===== src/rtl/uart_tx_gen_pkg.sv =====
// rtl/uart_tx_gen_pkg.sv - shared types and frame-format helpers for the UART transmitter
package uart_gen_pkg;

  localparam int WLEN_MIN   = 5;
  localparam int DATA_W_MAX = 16;

  typedef enum logic [2:0] {IDLE, START, DATA, PARITY, STOP} tx_state_e;

  function automatic logic parity_bit(input logic [DATA_W_MAX-1:0] data, input int wlen,
                                      input logic eps, input logic sp);
    logic x;
    x = 1'b0;
    for (int i = 0; i < DATA_W_MAX; i++) begin
      if (i < wlen) x ^= data[i];
    end
    if (sp) return ~eps;
    return eps ? x : ~x;
  endfunction

  function automatic int stop_ticks(input logic stb, input int wlen, input int ovs);
    if (!stb) return ovs;
    if (wlen == WLEN_MIN) return ovs + ovs / 2;
    return 2 * ovs;
  endfunction

endpackage


===== src/rtl/uart_tx_gen_if.sv =====
// rtl/uart_tx_gen_if.sv - THR write port and FIFO status between register file and transmitter
interface uart_tx_gen_if #(
  parameter int DATA_W     = 9,
  parameter int FIFO_DEPTH = 16
);
  logic                            wr;
  logic [DATA_W-1:0]               din;
  logic                            full;
  logic                            fifo_empty;
  logic [$clog2(FIFO_DEPTH+1)-1:0] count;
  logic                            ovf;

  modport master (output wr, din, input full, fifo_empty, count, ovf);
  modport slave  (input wr, din, output full, fifo_empty, count, ovf);
endinterface


===== src/rtl/uart_tx_gen_fifo.sv =====
// rtl/uart_tx_gen_fifo.sv - first-word-fall-through transmit FIFO with overflow pulse
module uart_sync_fifo #(
  parameter int DATA_W     = 9,
  parameter int FIFO_DEPTH = 16
) (
  input  logic                            clk_i,
  input  logic                            rst_i,
  input  logic                            wr_i,
  input  logic [DATA_W-1:0]               din_i,
  input  logic                            rd_i,
  output logic [DATA_W-1:0]               dout_o,
  output logic                            full_o,
  output logic                            empty_o,
  output logic [$clog2(FIFO_DEPTH+1)-1:0] count_o,
  output logic                            ovf_o
);
  localparam int PTR_W = $clog2(FIFO_DEPTH);
  localparam int CNT_W = $clog2(FIFO_DEPTH+1);

  logic [DATA_W-1:0] mem_q [FIFO_DEPTH];
  logic [PTR_W-1:0]  wr_ptr_q, rd_ptr_q;
  logic [CNT_W-1:0]  count_q, count_d;
  logic              ovf_q;
  logic              push, pop;

  assign full_o  = (count_q == CNT_W'(FIFO_DEPTH));
  assign empty_o = (count_q == '0);
  assign count_o = count_q;
  assign ovf_o   = ovf_q;
  assign dout_o  = mem_q[rd_ptr_q];

  assign pop  = rd_i && !empty_o;
  // A pop in the same cycle frees the slot, so a write while full still lands.
  assign push = wr_i && (!full_o || pop);

  always_comb begin
    count_d = count_q;
    case ({push, pop})
      2'b10:   count_d = count_q + 1'b1;
      2'b01:   count_d = count_q - 1'b1;
      default: count_d = count_q;
    endcase
  end

  always_ff @(posedge clk_i) begin
    if (push) mem_q[wr_ptr_q] <= din_i;
  end

  always_ff @(posedge clk_i) begin
    if (rst_i) begin
      wr_ptr_q <= '0;
      rd_ptr_q <= '0;
      count_q  <= '0;
      ovf_q    <= 1'b0;
    end else begin
      if (push) wr_ptr_q <= wr_ptr_q + 1'b1;
      if (pop)  rd_ptr_q <= rd_ptr_q + 1'b1;
      count_q <= count_d;
      ovf_q   <= wr_i && !push;
    end
  end
endmodule


===== src/rtl/uart_tx_gen.sv =====
// rtl/uart_tx_gen.sv - UART transmitter: baud generator, transmit FIFO and frame serializer
module uart_tx_gen
  import uart_gen_pkg::*;
#(
  parameter int DATA_W     = 9,
  parameter int FIFO_DEPTH = 16,
  parameter int DIV_W      = 16,
  parameter int OVS        = 16
) (
  input  logic             clk_i,
  input  logic             rst_i,
  input  logic [DIV_W-1:0] divisor_i,
  input  logic [3:0]       wlen_i,
  input  logic             pen_i,
  input  logic             eps_i,
  input  logic             sp_i,
  input  logic             stb_i,
  input  logic             brk_i,
  uart_tx_gen_if.slave     bus,
  output logic             tx_o,
  output logic             sreg_empty_o,
  output logic             baud_pulse_o
);
  localparam int TICK_W = $clog2(2*OVS+1);

  logic [DIV_W-1:0]  baud_cnt_q, baud_cnt_d, div_m1;
  logic              baud_q, baud_d;
  tx_state_e         state_q, state_d;
  logic [TICK_W-1:0] tick_q, tick_d, stop_q, stop_d;
  logic [3:0]        bit_q, bit_d, wlen_q, wlen_d, wlen_eff;
  logic [DATA_W-1:0] shreg_q, shreg_d, head;
  logic              par_q, par_d, pen_q, pen_d, tx_q, tx_d;
  logic              pop, start_frame, bit_tx;

  uart_sync_fifo #(.DATA_W(DATA_W), .FIFO_DEPTH(FIFO_DEPTH)) u_fifo (
    .clk_i   (clk_i),
    .rst_i   (rst_i),
    .wr_i    (bus.wr),
    .din_i   (bus.din),
    .rd_i    (pop),
    .dout_o  (head),
    .full_o  (bus.full),
    .empty_o (bus.fifo_empty),
    .count_o (bus.count),
    .ovf_o   (bus.ovf)
  );

  // divisor 0 freezes the counter, so the reload value is clamped to keep it sane.
  assign div_m1 = (divisor_i == '0) ? '0 : divisor_i - 1'b1;

  always_comb begin
    baud_cnt_d = baud_cnt_q;
    baud_d     = 1'b0;
    if (divisor_i != '0) begin
      if (baud_cnt_q == '0) begin
        baud_d     = 1'b1;
        baud_cnt_d = div_m1;
      end else begin
        baud_cnt_d = baud_cnt_q - 1'b1;
      end
    end
  end

  always_comb begin
    wlen_eff = wlen_i;
    if (wlen_i < 4'(WLEN_MIN))     wlen_eff = 4'(WLEN_MIN);
    else if (wlen_i > 4'(DATA_W))  wlen_eff = 4'(DATA_W);
  end

  always_comb begin
    state_d     = state_q;
    tick_d      = tick_q;
    bit_d       = bit_q;
    shreg_d     = shreg_q;
    par_d       = par_q;
    pen_d       = pen_q;
    wlen_d      = wlen_q;
    stop_d      = stop_q;
    start_frame = 1'b0;
    pop         = 1'b0;
    case (state_q)
      IDLE: if (baud_q && !bus.fifo_empty) start_frame = 1'b1;
      START: if (baud_q) begin
        if (tick_q == TICK_W'(OVS-1)) begin
          tick_d  = '0;
          bit_d   = '0;
          state_d = DATA;
        end else tick_d = tick_q + 1'b1;
      end
      DATA: if (baud_q) begin
        if (tick_q == TICK_W'(OVS-1)) begin
          tick_d  = '0;
          shreg_d = shreg_q >> 1;
          bit_d   = bit_q + 4'd1;
          if (bit_q == wlen_q - 4'd1) state_d = pen_q ? PARITY : STOP;
        end else tick_d = tick_q + 1'b1;
      end
      PARITY: if (baud_q) begin
        if (tick_q == TICK_W'(OVS-1)) begin
          tick_d  = '0;
          state_d = STOP;
        end else tick_d = tick_q + 1'b1;
      end
      STOP: if (baud_q) begin
        if (tick_q == stop_q - 1'b1) begin
          tick_d = '0;
          if (!bus.fifo_empty) start_frame = 1'b1;
          else state_d = IDLE;
        end else tick_d = tick_q + 1'b1;
      end
      default: state_d = IDLE;
    endcase
    // Frame format is captured at pop time so register writes mid-frame hit the next frame.
    if (start_frame) begin
      pop     = 1'b1;
      state_d = START;
      tick_d  = '0;
      shreg_d = head;
      wlen_d  = wlen_eff;
      pen_d   = pen_i;
      par_d   = parity_bit(DATA_W_MAX'(head), int'(wlen_eff), eps_i, sp_i);
      stop_d  = TICK_W'(stop_ticks(stb_i, int'(wlen_eff), OVS));
    end
    case (state_d)
      START:   bit_tx = 1'b0;
      DATA:    bit_tx = shreg_d[0];
      PARITY:  bit_tx = par_d;
      default: bit_tx = 1'b1;
    endcase
    tx_d = brk_i ? 1'b0 : bit_tx;
  end

  always_ff @(posedge clk_i) begin
    if (rst_i) begin
      baud_cnt_q <= div_m1;
      baud_q     <= 1'b0;
      state_q    <= IDLE;
      tick_q     <= '0;
      bit_q      <= '0;
      shreg_q    <= '0;
      par_q      <= 1'b0;
      pen_q      <= 1'b0;
      wlen_q     <= 4'(WLEN_MIN);
      stop_q     <= TICK_W'(OVS);
      tx_q       <= 1'b1;
    end else begin
      baud_cnt_q <= baud_cnt_d;
      baud_q     <= baud_d;
      state_q    <= state_d;
      tick_q     <= tick_d;
      bit_q      <= bit_d;
      shreg_q    <= shreg_d;
      par_q      <= par_d;
      pen_q      <= pen_d;
      wlen_q     <= wlen_d;
      stop_q     <= stop_d;
      tx_q       <= tx_d;
    end
  end

  assign tx_o         = tx_q;
  assign sreg_empty_o = (state_q == IDLE);
  assign baud_pulse_o = baud_q;
endmodule


===== src/flat_wrapper.sv =====
// flat-port wrapper written by rule: the top's interface ports become plain ports
module uart_tx_gen_flat import uart_gen_pkg::*;
#(
  parameter int DATA_W     = 9,
  parameter int FIFO_DEPTH = 16,
  parameter int DIV_W      = 16,
  parameter int OVS        = 16
)
  (clk_i, rst_i, divisor_i, wlen_i, pen_i, eps_i, sp_i, stb_i, brk_i, tx_o, sreg_empty_o, baud_pulse_o, bus_wr, bus_din, bus_full, bus_fifo_empty, bus_count, bus_ovf);
  uart_tx_gen_if #(.DATA_W(DATA_W), .FIFO_DEPTH(FIFO_DEPTH)) bus_i ();
  input  logic clk_i;
  input  logic rst_i;
  input  logic [DIV_W-1:0] divisor_i;
  input  logic [3:0] wlen_i;
  input  logic pen_i;
  input  logic eps_i;
  input  logic sp_i;
  input  logic stb_i;
  input  logic brk_i;
  output logic tx_o;
  output logic sreg_empty_o;
  output logic baud_pulse_o;
  input wire logic [$bits(bus_i.wr)-1:0] bus_wr;
  input wire logic [$bits(bus_i.din)-1:0] bus_din;
  output wire logic [$bits(bus_i.full)-1:0] bus_full;
  output wire logic [$bits(bus_i.fifo_empty)-1:0] bus_fifo_empty;
  output wire logic [$bits(bus_i.count)-1:0] bus_count;
  output wire logic [$bits(bus_i.ovf)-1:0] bus_ovf;
  assign bus_i.wr = bus_wr;
  assign bus_i.din = bus_din;
  assign bus_full = bus_i.full;
  assign bus_fifo_empty = bus_i.fifo_empty;
  assign bus_count = bus_i.count;
  assign bus_ovf = bus_i.ovf;
  uart_tx_gen #(.DATA_W(DATA_W), .FIFO_DEPTH(FIFO_DEPTH), .DIV_W(DIV_W), .OVS(OVS)) u_core (.clk_i(clk_i), .rst_i(rst_i), .divisor_i(divisor_i), .wlen_i(wlen_i), .pen_i(pen_i), .eps_i(eps_i), .sp_i(sp_i), .stb_i(stb_i), .brk_i(brk_i), .bus(bus_i), .tx_o(tx_o), .sreg_empty_o(sreg_empty_o), .baud_pulse_o(baud_pulse_o));
endmodule

===== config.mk =====
export PLATFORM = sky130hd
export DESIGN_NAME = uart_tx_gen_flat
export DESIGN_NICKNAME = d
export VERILOG_FILES = /design/src/rtl/uart_tx_gen_pkg.sv /design/src/rtl/uart_tx_gen_if.sv /design/src/rtl/uart_tx_gen_fifo.sv /design/src/rtl/uart_tx_gen.sv /design/src/flat_wrapper.sv
export SDC_FILE = /design/constraint.sdc
export NUM_CORES = 1
export LEC_CHECK = 0
export CORE_MARGIN = 10
export CORE_UTILIZATION = 45
export CTS_BUF_LIST = sky130_fd_sc_hd__clkbuf_16
export CTS_CLUSTER_SIZE = 25
export DETAILED_ROUTE_END_ITERATION = 12
export GPL_TIMING_DRIVEN = 0
export PLACE_DENSITY_LB_ADDON = 0.25
export REMOVE_ABC_BUFFERS = 1
export SYNTH_ARGS = -nofsm -noshare
export SYNTH_HDL_FRONTEND = slang
export SYNTH_SLANG_ARGS = --single-unit

===== constraint.sdc =====
create_clock -name clk_i -period 7 [get_ports clk_i]
set_clock_uncertainty 0.2 [all_clocks]
set_input_delay 1.4 -clock clk_i [delete_from_list [all_inputs] [get_ports clk_i]]
set_output_delay 1.4 -clock clk_i [all_outputs]
set_load 0.005 [all_outputs]

# Word-level counts from Yosys, hierarchy flattened
# Memories as Yosys holds them, arrays and structs flattened. A register that Yosys moved wholly into a read port is not among the register bits.
# Index checks and enable logic that the tools add are counted.
[classes]
n_mux = 80
eq_ne = 20
n_addsub = 10
n_bitwise = 11
n_reduce_logical = 26
order_cmp = 11
[op_table]
columns = ["op", "n"]
rows = [
  ["16-bit 2-to-1 mux", 4],
  ["1-bit 2-to-1 mux", 38],
  ["3-bit 2-to-1 mux", 12],
  ["6-bit 2-to-1 mux", 6],
  ["9-bit 2-to-1 mux", 4],
  ["16-bit logical NOT", 2],
  ["4-bit 2-to-1 mux", 8],
  ["16-bit by 1-bit subtractor with 16-bit output, second input constant", 2],
  ["3-bit by 4-bit < comparator with 1-bit output, first input constant", 4],
  ["16-bit nonzero test", 1],
  ["3-bit one-hot mux with 5 select lines", 1],
  ["2-bit nonzero test", 7],
  ["4-bit by 1-bit adder with 4-bit output, second input constant", 3],
  ["3-bit by 2-bit equality test with 1-bit output, second input constant", 4],
  ["2-bit by 1-bit != test with 1-bit output, second input constant", 6],
  ["6-bit one-hot mux with 2 select lines", 1],
  ["5-bit 2-to-1 mux", 2],
  ["5-bit one-hot mux with 2 select lines", 1],
  ["1-bit by 4-bit < comparator with 1-bit output, first input constant", 2],
  ["2-bit by 4-bit < comparator with 1-bit output, first input constant", 2],
  ["4-bit one-hot mux with 2 select lines", 1],
  ["1-bit bitwise XOR", 8],
  ["6-bit by 1-bit adder with 6-bit output, second input constant", 1],
  ["3-bit by 1-bit equality test with 1-bit output, second input constant", 2],
  ["27 further kinds", 36],
]
[word_totals]
output_inout_bits = 11
memories = 1
inputBits = 37
regBits = 66
wordCells = 175
ramBits = 144
[mem_list]
columns = ["memory", "words", "word_bits", "read_ports", "rd_clocked_by_memory_dff", "write_ports", "line_no", "source"]
rows = [
  ["u_core.u_fifo.mem_q", 16, 9, 1, 1, 1, "uart_tx_gen_fifo.sv:20", "logic [DATA_W-1:0] mem_q [FIFO_DEPTH];"],
]

# Depth between registers and ports, before layout
# Gate-level depths: netlist of the first run.
[logic_depth]
depth_word = 36
depth_mapped = 15
ltp_nobuf = 15

# Modules after synthesis
# A second synthesis of the first run with hierarchy kept.
[unflattened]
cells_unflattened = 702
area_unflattened_um2 = 9540.4
[by_module_without_submodules]
columns = ["mod", "seq_area_each_um2", "area_each_um2", "n_inst", "cells_per_inst"]
rows = [
  ["uart_sync_fifo", 4684.5, 6422.4, 1, 344],
  ["uart_tx_gen", 1141.1, 3118.0, 1, 358],
]

# Worst setup path before layout of the first run
# No wires, ideal clock.
[synth_path]
path_type = "input -> register"
start = "in divisor_i[10]"
end = "reg u_core.baud_cnt_q[0], enable pin"
path_buffers = 0
setup_slack_ns = 3.688
path_stages = 4
required_time_ns = 6.477
t_arrival_ns = 2.789
setup_ns = 0.323
path_cell_list = "or4_1 > nor3_1 > nand4_1 > or2_1"
[synth_between]
elab_chain_cells = 2
[synth_rtl]
columns = ["item", "line_no", "source"]
rows = [
  ["start: declaration", "flat_wrapper.sv:13", "input logic [DIV_W-1:0] divisor_i;"],
  ["16-bit nonzero test", "uart_tx_gen.sv:54", "if (divisor_i != '0) begin"],
  ["2-bit nonzero test (no line)", "-", ""],
  ["end signal: assignment", "uart_tx_gen.sv:135", "baud_cnt_q <= div_m1;"],
  ["end signal: assignment", "uart_tx_gen.sv:147", "baud_cnt_q <= baud_cnt_d;"],
  ["end: declaration", "uart_tx_gen.sv:26", "logic [DIV_W-1:0] baud_cnt_q, baud_cnt_d, div_m1;"],
]
# No other way between the ends.
# A chain may end at the register's enable or synchronous reset.

# Final worst setup path of the first run
[layout_path]
start = "reg u_core.stop_q[3]"
end = "mem u_core.u_fifo.mem_q[11][6], enable pin"
[layout_between]
elab_chain_cells = 11
[layout_rtl]
columns = ["item", "line_no", "source"]
rows = [
  ["start: declaration", "uart_tx_gen.sv:29", "logic [TICK_W-1:0] tick_q, tick_d, stop_q, stop_d;"],
  ["start signal: assignment", "uart_tx_gen.sv:144", "stop_q <= TICK_W'(OVS);"],
  ["start signal: assignment", "uart_tx_gen.sv:156", "stop_q <= stop_d;"],
  ["6-bit by 1-bit subtractor with 6-bit output", "uart_tx_gen.sv:105", "if (tick_q == stop_q - 1'b1) begin"],
  ["6-bit equality test", "uart_tx_gen.sv:105", ""],
  ["1-bit 2-to-1 mux", "uart_tx_gen.sv:105", ""],
  ["1-bit 2-to-1 mux", "uart_tx_gen.sv:104", "STOP: if (baud_q) begin"],
  ["1-bit one-hot mux with 2 select lines", "uart_tx_gen.sv:81", "case (state_q)"],
  ["1-bit 2-to-1 mux", "uart_tx_gen.sv:114", "if (start_frame) begin"],
  ["1-bit logical AND", "uart_tx_gen_fifo.sv:32", "assign pop = rd_i && !empty_o;"],
  ["1-bit logical OR", "uart_tx_gen_fifo.sv:34", "assign push = wr_i && (!full_o || pop);"],
  ["1-bit logical AND", "uart_tx_gen_fifo.sv:34", ""],
  ["1-bit 2-to-1 mux", "uart_tx_gen_fifo.sv:46", "if (push) mem_q[wr_ptr_q] <= din_i;"],
  ["1-bit 2-to-1 mux (implied by the code)", "uart_tx_gen_fifo.sv:46", ""],
  ["end: declaration", "uart_tx_gen_fifo.sv:20", ""],
]
# No other way between the ends.

==> results.md, run 1 <==
Min path:
- For hold timing, the worst endpoint is u_core.wlen_q[1]$_SDFFE_PP0P_.
- The path class of the lowest-slack min-delay path is flop to flop.
- The number of cells on the worst hold path is 2.
- The startpoint of the tightest hold check path is u_core.wlen_q[1]$_SDFFE_PP0P_.

Clocking:
- After clock tree synthesis, the clock-pin slew on the worst setup and hold paths is 60 ps.
- The number of H-tree levels is 1.
- TritonCTS built the clock tree.
- The number of gates resized after CTS is 0.
- The clock insertion delay at the later pin of the skew report is 510 ps.
- The clock sink count is 211.
- The number of buffers added for setup after CTS is 0.
- No sink is reached through more buffers than the 3 on the longest clock path.
- In this run, post-CTS hold repair placed 0 buffers.
- The library cell used as clock root buffer is sky130_fd_sc_hd__clkbuf_16.
- The CTS buffer count is 23.

Detailed routing:
- The post-route DRC violation count is 0.
- The via count is 5,734.
- The number of vias per cell after detailed routing is 5.58.
- The total routed wirelength is 19,700 um.
- In this run the remaining antenna-violating nets after routing total 0.
- The starting DRC count in detailed routing is 451.
- Dividing the detail-routed wire length by the instance count gives 19.2 um.
- The pre-antenna-repair detailed-routing pass consisted of 5 iterations.

STA:
- The shortest clock period the worst path allows after layout is 4020 ps.
- The worst setup margin is 2980 ps.
- The aggregate negative setup slack is 0 ps.
- The total count of hold-check failures in the final report came to 0.
- Setup violations remaining at the end of the flow were counted as 0.
- The share of the cycle needed by the critical path after routing is 0.575.
- The fmax is 0.249 GHz.
- The count of pins over their slew limit is 0.
- Setup repair after global routing left no endpoint under its margin.
- At the pin with the least slew margin, the transition time is 1210 ps.
- Headroom to the max-slew limit came out at 0.188.

Synthesis:
- The async set-or-reset flop fraction in the synthesized netlist is 0.
- Yosys mapped the design onto 54 distinct sky130hd cell types.
- Among all flip-flop cells after synthesis, the most frequent one is sky130_fd_sc_hd__edfxtp_1.
- By area the synthesized netlist is led by sky130_fd_sc_hd__edfxtp_1 51%, sky130_fd_sc_hd__dfxtp_1 11%, sky130_fd_sc_hd__mux4_2 8.6%.
- The synthesized design contains 160 enable-type register cells.
- The proportion of netlist area held by the largest area contributor is 0.511.
- In the synthesized netlist, the number of instances is 692.
- The number of synthesized register bits is 211.
- The sequential area share after synthesis is 0.620.
- For this run, the number of Yosys warnings is 0.
- Each instance of the synthesized netlist takes up on average 13.6 um2.
- The cell type with the largest total area after synthesis is sky130_fd_sc_hd__edfxtp_1.
- The area of the mapped netlist is 0.00940 mm2.

Setup path:
- The worst register-to-register path ends at u_core.u_fifo.mem_q[11][6]$_DFFE_PP_.
- The kind of cell with the highest combined delay along the critical path is simple AND/OR/NAND/NOR gates.
- The cell depth of the worst flop-to-flop path is 9.
- The most critical setup path has its startpoint at u_core.stop_q[3]$_SDFFE_PP0P_.
- In this design, the stage delay of the slowest critical-path cell is 940 ps.
- The critical path's slowest cell is sky130_fd_sc_hd__nor2_1.
- For the worst setup path, the data required time is 6920 ps.
- Along the worst path, the maximum fanout reaches 9.
- The kind of launch point of the worst setup path is a flop.
- The category of the critical setup timing path is flop to flop.
- The worst register-to-register path has a setup slack of 2980 ps.
- The worst setup path is captured at a flop.
- The signal arrival time at the worst endpoint is 3940 ps.
- The signal on the critical path passes through inv_1 > ha_1 > xor2_1 > nand3_1 > nor3_1 > o21ai_2 > a21boi_1 > nand2_1 > nor2_1.
- The origin of the critical flop-to-flop path is u_core.stop_q[3]$_SDFFE_PP0P_.
- The number of buffer and inverter instances along the worst setup path is 1.

Place:
- The global placement routability congestion is 0.804.
- Summing all placed instances gives a cell area of 0.0102 mm2.
- The detailed-placement wirelength estimate is 13,000 um.
- The placed instance count is 987.
- The post-place setup slack is 2580 ps.
- Input and output buffers added on the ports amount to 47.

Die:
- The top-level port count is 48.
- For this configuration, the core starts out at a cell density of 0.462.
- In this run the standard cell core region covers 0.0204 mm2.
- The number of core rows is 52.
- The floorplan step defined a die boundary enclosing 0.0271 mm2.
- The die height is 165 um.
- In this run the horizontal extent of the chip is 165 um.

Final layout:
- Compared with the post-synthesis result, the final layout area differs by 16.4%.
- The final non-filler cell area is 0.0109 mm2.
- The repair_antennas step left the layout with diodes totalling 0.
- Of the cells placed in the final design, the portion with a size suffix greater than 1 is 0.120.
- The net count of the finished layout is 795.
- Leaving out filler cells and counting taps, the final layout contains 1,027.

Global route:
- The number of antenna violations at the first check in global routing is 0.
- The global-route wire length before repair is 31,500 um.
- In the global route stage, overall resource usage came out at 0.146.
- The global-route congestion overflow total is 0.
- The pin count of the biggest net entering global routing is 45.
- The via count of the first global-routing pass is 5,891.

Job:
- Across the run, the number of max-cap violations was 0.

Power and ir drop:
- The peak supply drop is 211 uV.
- The leakage power is 3.64 nW.
- In this run the power density over the cells is 253 mW/mm2.

Outcome:
- The run finished with clean final reports.
==> sequential cells by signal, indices dropped and copies added, names as in the netlist, named ones only <==
signal                  flops
u_core.tick_q               6
u_core.u_fifo.ovf_o         1
u_core.stop_q               3
u_core.shreg_q              9
u_core.tx_o                 1
u_core.u_fifo.mem_q       144
u_core.par_q                1
u_core.u_fifo.count_o       5
u_core.state_q              3
u_core.wlen_q               4
u_core.u_fifo.wr_ptr_q      4
u_core.u_fifo.rd_ptr_q      4
u_core.baud_cnt_q          16
u_core.bit_q                4
u_core.baud_pulse_o         1
u_core.pen_q                1
==> through the flow <==
step | hold slack [ps] | total power (W) | util
after floorplan | 239 | 0.00151 | -
after global placement | 260 | 0.00157 | 0.493
after detailed placement | 273 | 0.00158 | 0.500
after CTS | 281 | 0.00280 | 0.537
after global routing | 314 | 0.00287 | 0.537
final | 274 | 0.00277 | 0.537
==> layout make-up <==
cell class	instances	area [um2]
clock buffer	23	576
clock inverter	17	189
fill	1654	9420
inverter	20	75.1
multi-input combinational	432	3360
sequential	211	5830
tap	270	338
timing repair buffer	54	578
==> worst max path at each step <==
stage / to / slack, ps / cells past startpoint
finish: u_core.u_fifo.mem_q[11][6]$_DFFE_PP_ / 2980 / 9
global route: u_core.u_fifo.mem_q[11][6]$_DFFE_PP_ / 2480 / 9
CTS: u_core.u_fifo.mem_q[11][6]$_DFFE_PP_ / 2870 / 9
detailed placement: u_core.baud_cnt_q[1]$_DFFE_PP_ / 2580 / 5
global placement: u_core.u_fifo.mem_q[2][7]$_DFFE_PP_ / 1740 / 9
floorplan: u_core.tx_o$_SDFF_PP1_ / 3090 / 9
==> worst min-delay path: stages, from the launching register on <==
cell and delay [ps]:
sky130_fd_sc_hd__dfxtp_1 320, sky130_fd_sc_hd__nand2_1 60, sky130_fd_sc_hd__a21oi_1 50
==> Yosys cell counts, drive strengths merged, types with 10 or more instances <==
library cell	number
inv	20
ha	15
nor3	28
edfxtp	160
mux2i	21
nor2	73
xnor2	27
mux4	39
a211oi	10
xor2	23
a21oi	31
nand2	50
clkbuf	14
dfxtp	51
buf	15
o21ai	20
nand3	22
==> placed cells by master, fill, tap and decap left out, drive strengths merged, types with 22 or more instances in the layout <==
master and instances:
nor2 73, mux4 39, nor3 28, nand3 22, clkdlybuf4s50 46, xor2 23, inv 26, edfxtp 160
a21oi 31, nand2 50, xnor2 27, clkbuf 23, dfxtp 51
==> metal layers <==
layer | share of wire | GRT usage | vias to the layer above
met5 | 0 | 0 | -
met4 | 0.017 | 0.0318 | 0
met3 | 0.045 | 0.0234 | 32
met2 | 0.51 | 0.255 | 143
met1 | 0.43 | 0.188 | 2857
li1 | - | - | 2702
==> logic make-up (layout without fill, tap and decap cells) <==
kind of cell               Yosys count  after routing  share of synthesized area
and+or+nand+nor                    215            215                      0.105
DFF                                211            211                      0.620
AOI/OAI and AO/OA                   87             87                     0.0564
muxes                               62             62                      0.119
xor gates and xnor gates            52             52                     0.0522
buffers and inverters               49            114                     0.0253
adders and majority gates           16             16                     0.0221
==> power by group <==
group	switching (W)	internal, W	leakage (nW)
Clock	0.000473	0.000745	0.385
Sequential	0.0000192	0.00137	1.89
Combinational	0.0000841	0.0000775	1.37
Total	0.000576	0.00220	3.64
(Power assumes the default switching activity.)
==> run 2, diff against run 1 <==
- clock period: 7 -> 3.6 ns (I/O delays scaled with it)
==> run 2 against run 1 <==
Maximum frequency up 16%. Critical endpoint is now u_core.tx_o$_SDFF_PP1_. Global-route usage up 0.15 points. Sequential share of layout area down 0.78 points. Sequential cell count unchanged.
==> results.md, run 2 (synthesis results as in run 1) <==
Clocking:
- The clock slew seen by the registers of the worst setup and hold paths is 60 ps.
- The clock sink count is 211.
- CTS placed an instance of sky130_fd_sc_hd__clkbuf_16 at the clock tree root.
- The later pin in the worst-skew pair is clocked with a latency of 510 ps.
- The CTS buffer count is 23.
- In this run the number of H-tree levels came out at 1.
- TritonCTS built the clock tree.
- The worst-case clock buffer depth is 3.

Outcome:
- The run finished with clean final reports.

Place:
- The placed instances occupy a cell area of 0.0102 mm2.
- The global placement routability congestion is 0.804.
- Detailed placement ended at an HPWL of 13,000 um.
- The count of buffers added on input and output ports is 47.
- The number of placed instances, taps included, is 987.

Job:
- Max-cap violations in this run came to 0.

STA:
- The aggregate negative setup slack is 0 ps.
- Of the available clock period, the critical path in the final layout requires 0.962.
- Timing would allow up to 0.289 GHz.
- Headroom to the max-slew limit came out at 0.292.
- Setup violations remaining at the end of the flow were counted as 0.
- The total count of hold-check failures in the final report is 0.
- The count of pins over their slew limit came to 0.
- Subtracting the final worst setup slack from the clock period gives 3460 ps.
- The measured slew at the worst slew-check pin is 1060 ps.

Die:
- The number of core rows is 52.
- In this run the vertical extent of the chip is 165 um.
- The area inside the core boundary is 0.0204 mm2.
- The x dimension of the die is 165 um.
- The floorplan step defined a die boundary enclosing 0.0271 mm2.
- For this design the top-level I/O count stands at 48.
- The initial utilization of the core area, before any placement, comes to 0.462.

Detailed routing:
- After detailed routing, the number of vias per cell comes to 5.59.
- The average wire length per cell after detail routing is 19.4 um.
- The via count is 5,772.
- Once detail routing completed, the nets flagged for antenna violations numbered 0.
- The total routed wirelength is 20,000 um.
- The starting DRC count in detailed routing is 499.
- The number of detailed-route iterations in the first pass is 5.
- In the routed design, unresolved DRC markers number 0.

Global route:
- The global-route congestion overflow total is 0.
- For met3 alone, demand over resource in global routing was 0.0234.
- For this run, the total global-route usage over all layers was measured as 0.148.
- For met2 alone, demand over resource in global routing was 0.256.
- For this run, global-route usage on met1 was measured as 0.191.
- The first global-routing pass estimated 31,700 um of wire.
- The via count of the first global-routing pass is 5,915.
- The global routing stage identified its most utilized layer as met2.
- Entering global routing, the biggest net connects 45 pins.
- The number of antenna violations at the first check in global routing is 0.

Min path:
- The path class of the tightest hold or removal check is flop to flop.

Setup path:
- The peak fanout along the critical path is 11.
- The critical path capture point type is a flop.
- STA classifies the critical path startpoint as a flop.
- The signal arrival time at the worst endpoint is 3700 ps.
- STA puts the critical path data required time at 3830 ps.
- The critical path in this run is classified as flop to flop.

Power and ir drop:
- Dividing total power by cell area gives a power density of 485 mW/mm2.
- The leakage power is 3.67 nW.
- Across the VDD grid, the largest voltage drop is 410 uV.

Final layout:
- 0 antenna diodes ended up in the layout.
- The register with the most flip-flops in the layout has 144 of them.
- The net count reported at finish is 800.
- The share of final-layout standard cells stronger than drive strength 1 is 0.150.
- The library cell used most frequently in the layout, excluding fill and tap cells, is sky130_fd_sc_hd__edfxtp_1.
- In the layout the commonest cells are 160 x sky130_fd_sc_hd__edfxtp_1, 60 x sky130_fd_sc_hd__nor2_1, 50 x sky130_fd_sc_hd__nand2_1.
- More flip-flops sit in one register than any other, and that register is u_core.u_fifo.mem_q.
- The final standard cell count with taps included and fillers excluded is 1,032.
- In the final layout, the registers with the most flip-flops are u_core.u_fifo.mem_q (144), u_core.baud_cnt_q (16), u_core.shreg_q (9).
- From synthesis to final layout, the design area changed by 18.3%.
- The final non-filler cell area is 0.0111 mm2.
[run 2: cell count changes in the layout (fill, tap and decap cells not counted), sizes merged]
cell | before | now
buf | 8 | 12
bufbuf | 0 | 1
[run 2: final timing paths]
path	slack, ps	to	cells past startpoint	from
max	140	u_core.tx_o$_SDFF_PP1_	10	flop
min	270	u_core.wlen_q[1]$_SDFFE_PP0P_	2	u_core.wlen_q[1]$_SDFFE_PP0P_
max reg2reg	140	u_core.tx_o$_SDFF_PP1_	10	flop
min reg2reg	270	u_core.wlen_q[1]$_SDFFE_PP0P_	2	u_core.wlen_q[1]$_SDFFE_PP0P_
[run 2: what timing repair did]
action                     in CTS  in global routing
setup endpoints to repair     131                148
hold buffers                    0                  0
pin swaps                       0                  1
cloned                          1                  0
setup buffers                   0                  4
resized for setup              20                 11
[run 2: area by class of cell]
type	instances	area, um2
Sequential cell	211	5840
Timing Repair Buffer	59	641
Fill cell	1636	9240
Tap cell	270	338
Clock inverter	17	189
Inverter	20	75.1
Clock buffer	23	576
Multi-Input combinational cell	432	3470
[run 2: worst max-delay path, stage by stage, from the launching register on]
cell and delay (ps):
sky130_fd_sc_hd__dfxtp_4 400, sky130_fd_sc_hd__buf_12 170, sky130_fd_sc_hd__mux4_1 590, sky130_fd_sc_hd__mux4_2 540
sky130_fd_sc_hd__xnor2_2 150, sky130_fd_sc_hd__xnor3_1 210, sky130_fd_sc_hd__xnor3_1 440, sky130_fd_sc_hd__o21a_1 190
sky130_fd_sc_hd__o31ai_2 240, sky130_fd_sc_hd__a31oi_1 120, sky130_fd_sc_hd__o21bai_1 120
[run 2: metal layers]
layer / share of wire / vias up / wire [um]
li1: - / 2710 / -
met1: 0.43 / 2878 / 8530
met2: 0.51 / 151 / 10200
met3: 0.047 / 33 / 931
met4: 0.017 / 0 / 349
met5: 0 / - / 0
[run 2: power by group]
part / internal [W] / switching (W)
Combinational: 0.000152 / 0.000169
Clock: 0.00145 / 0.000918
Sequential: 0.00267 / 0.0000376
[run 2: metrics by stage]
step                      setup slack [ps]  power (W)  hold slack [ps]  utilization
after floorplan                       -314    0.00293              239            -
after global placement               -1660    0.00305              260        0.493
after detailed placement              -493    0.00308              273        0.500
after CTS                             1.02    0.00545              281        0.542
after global routing                 -20.3    0.00559              314        0.546
final                                  138    0.00540              274        0.546
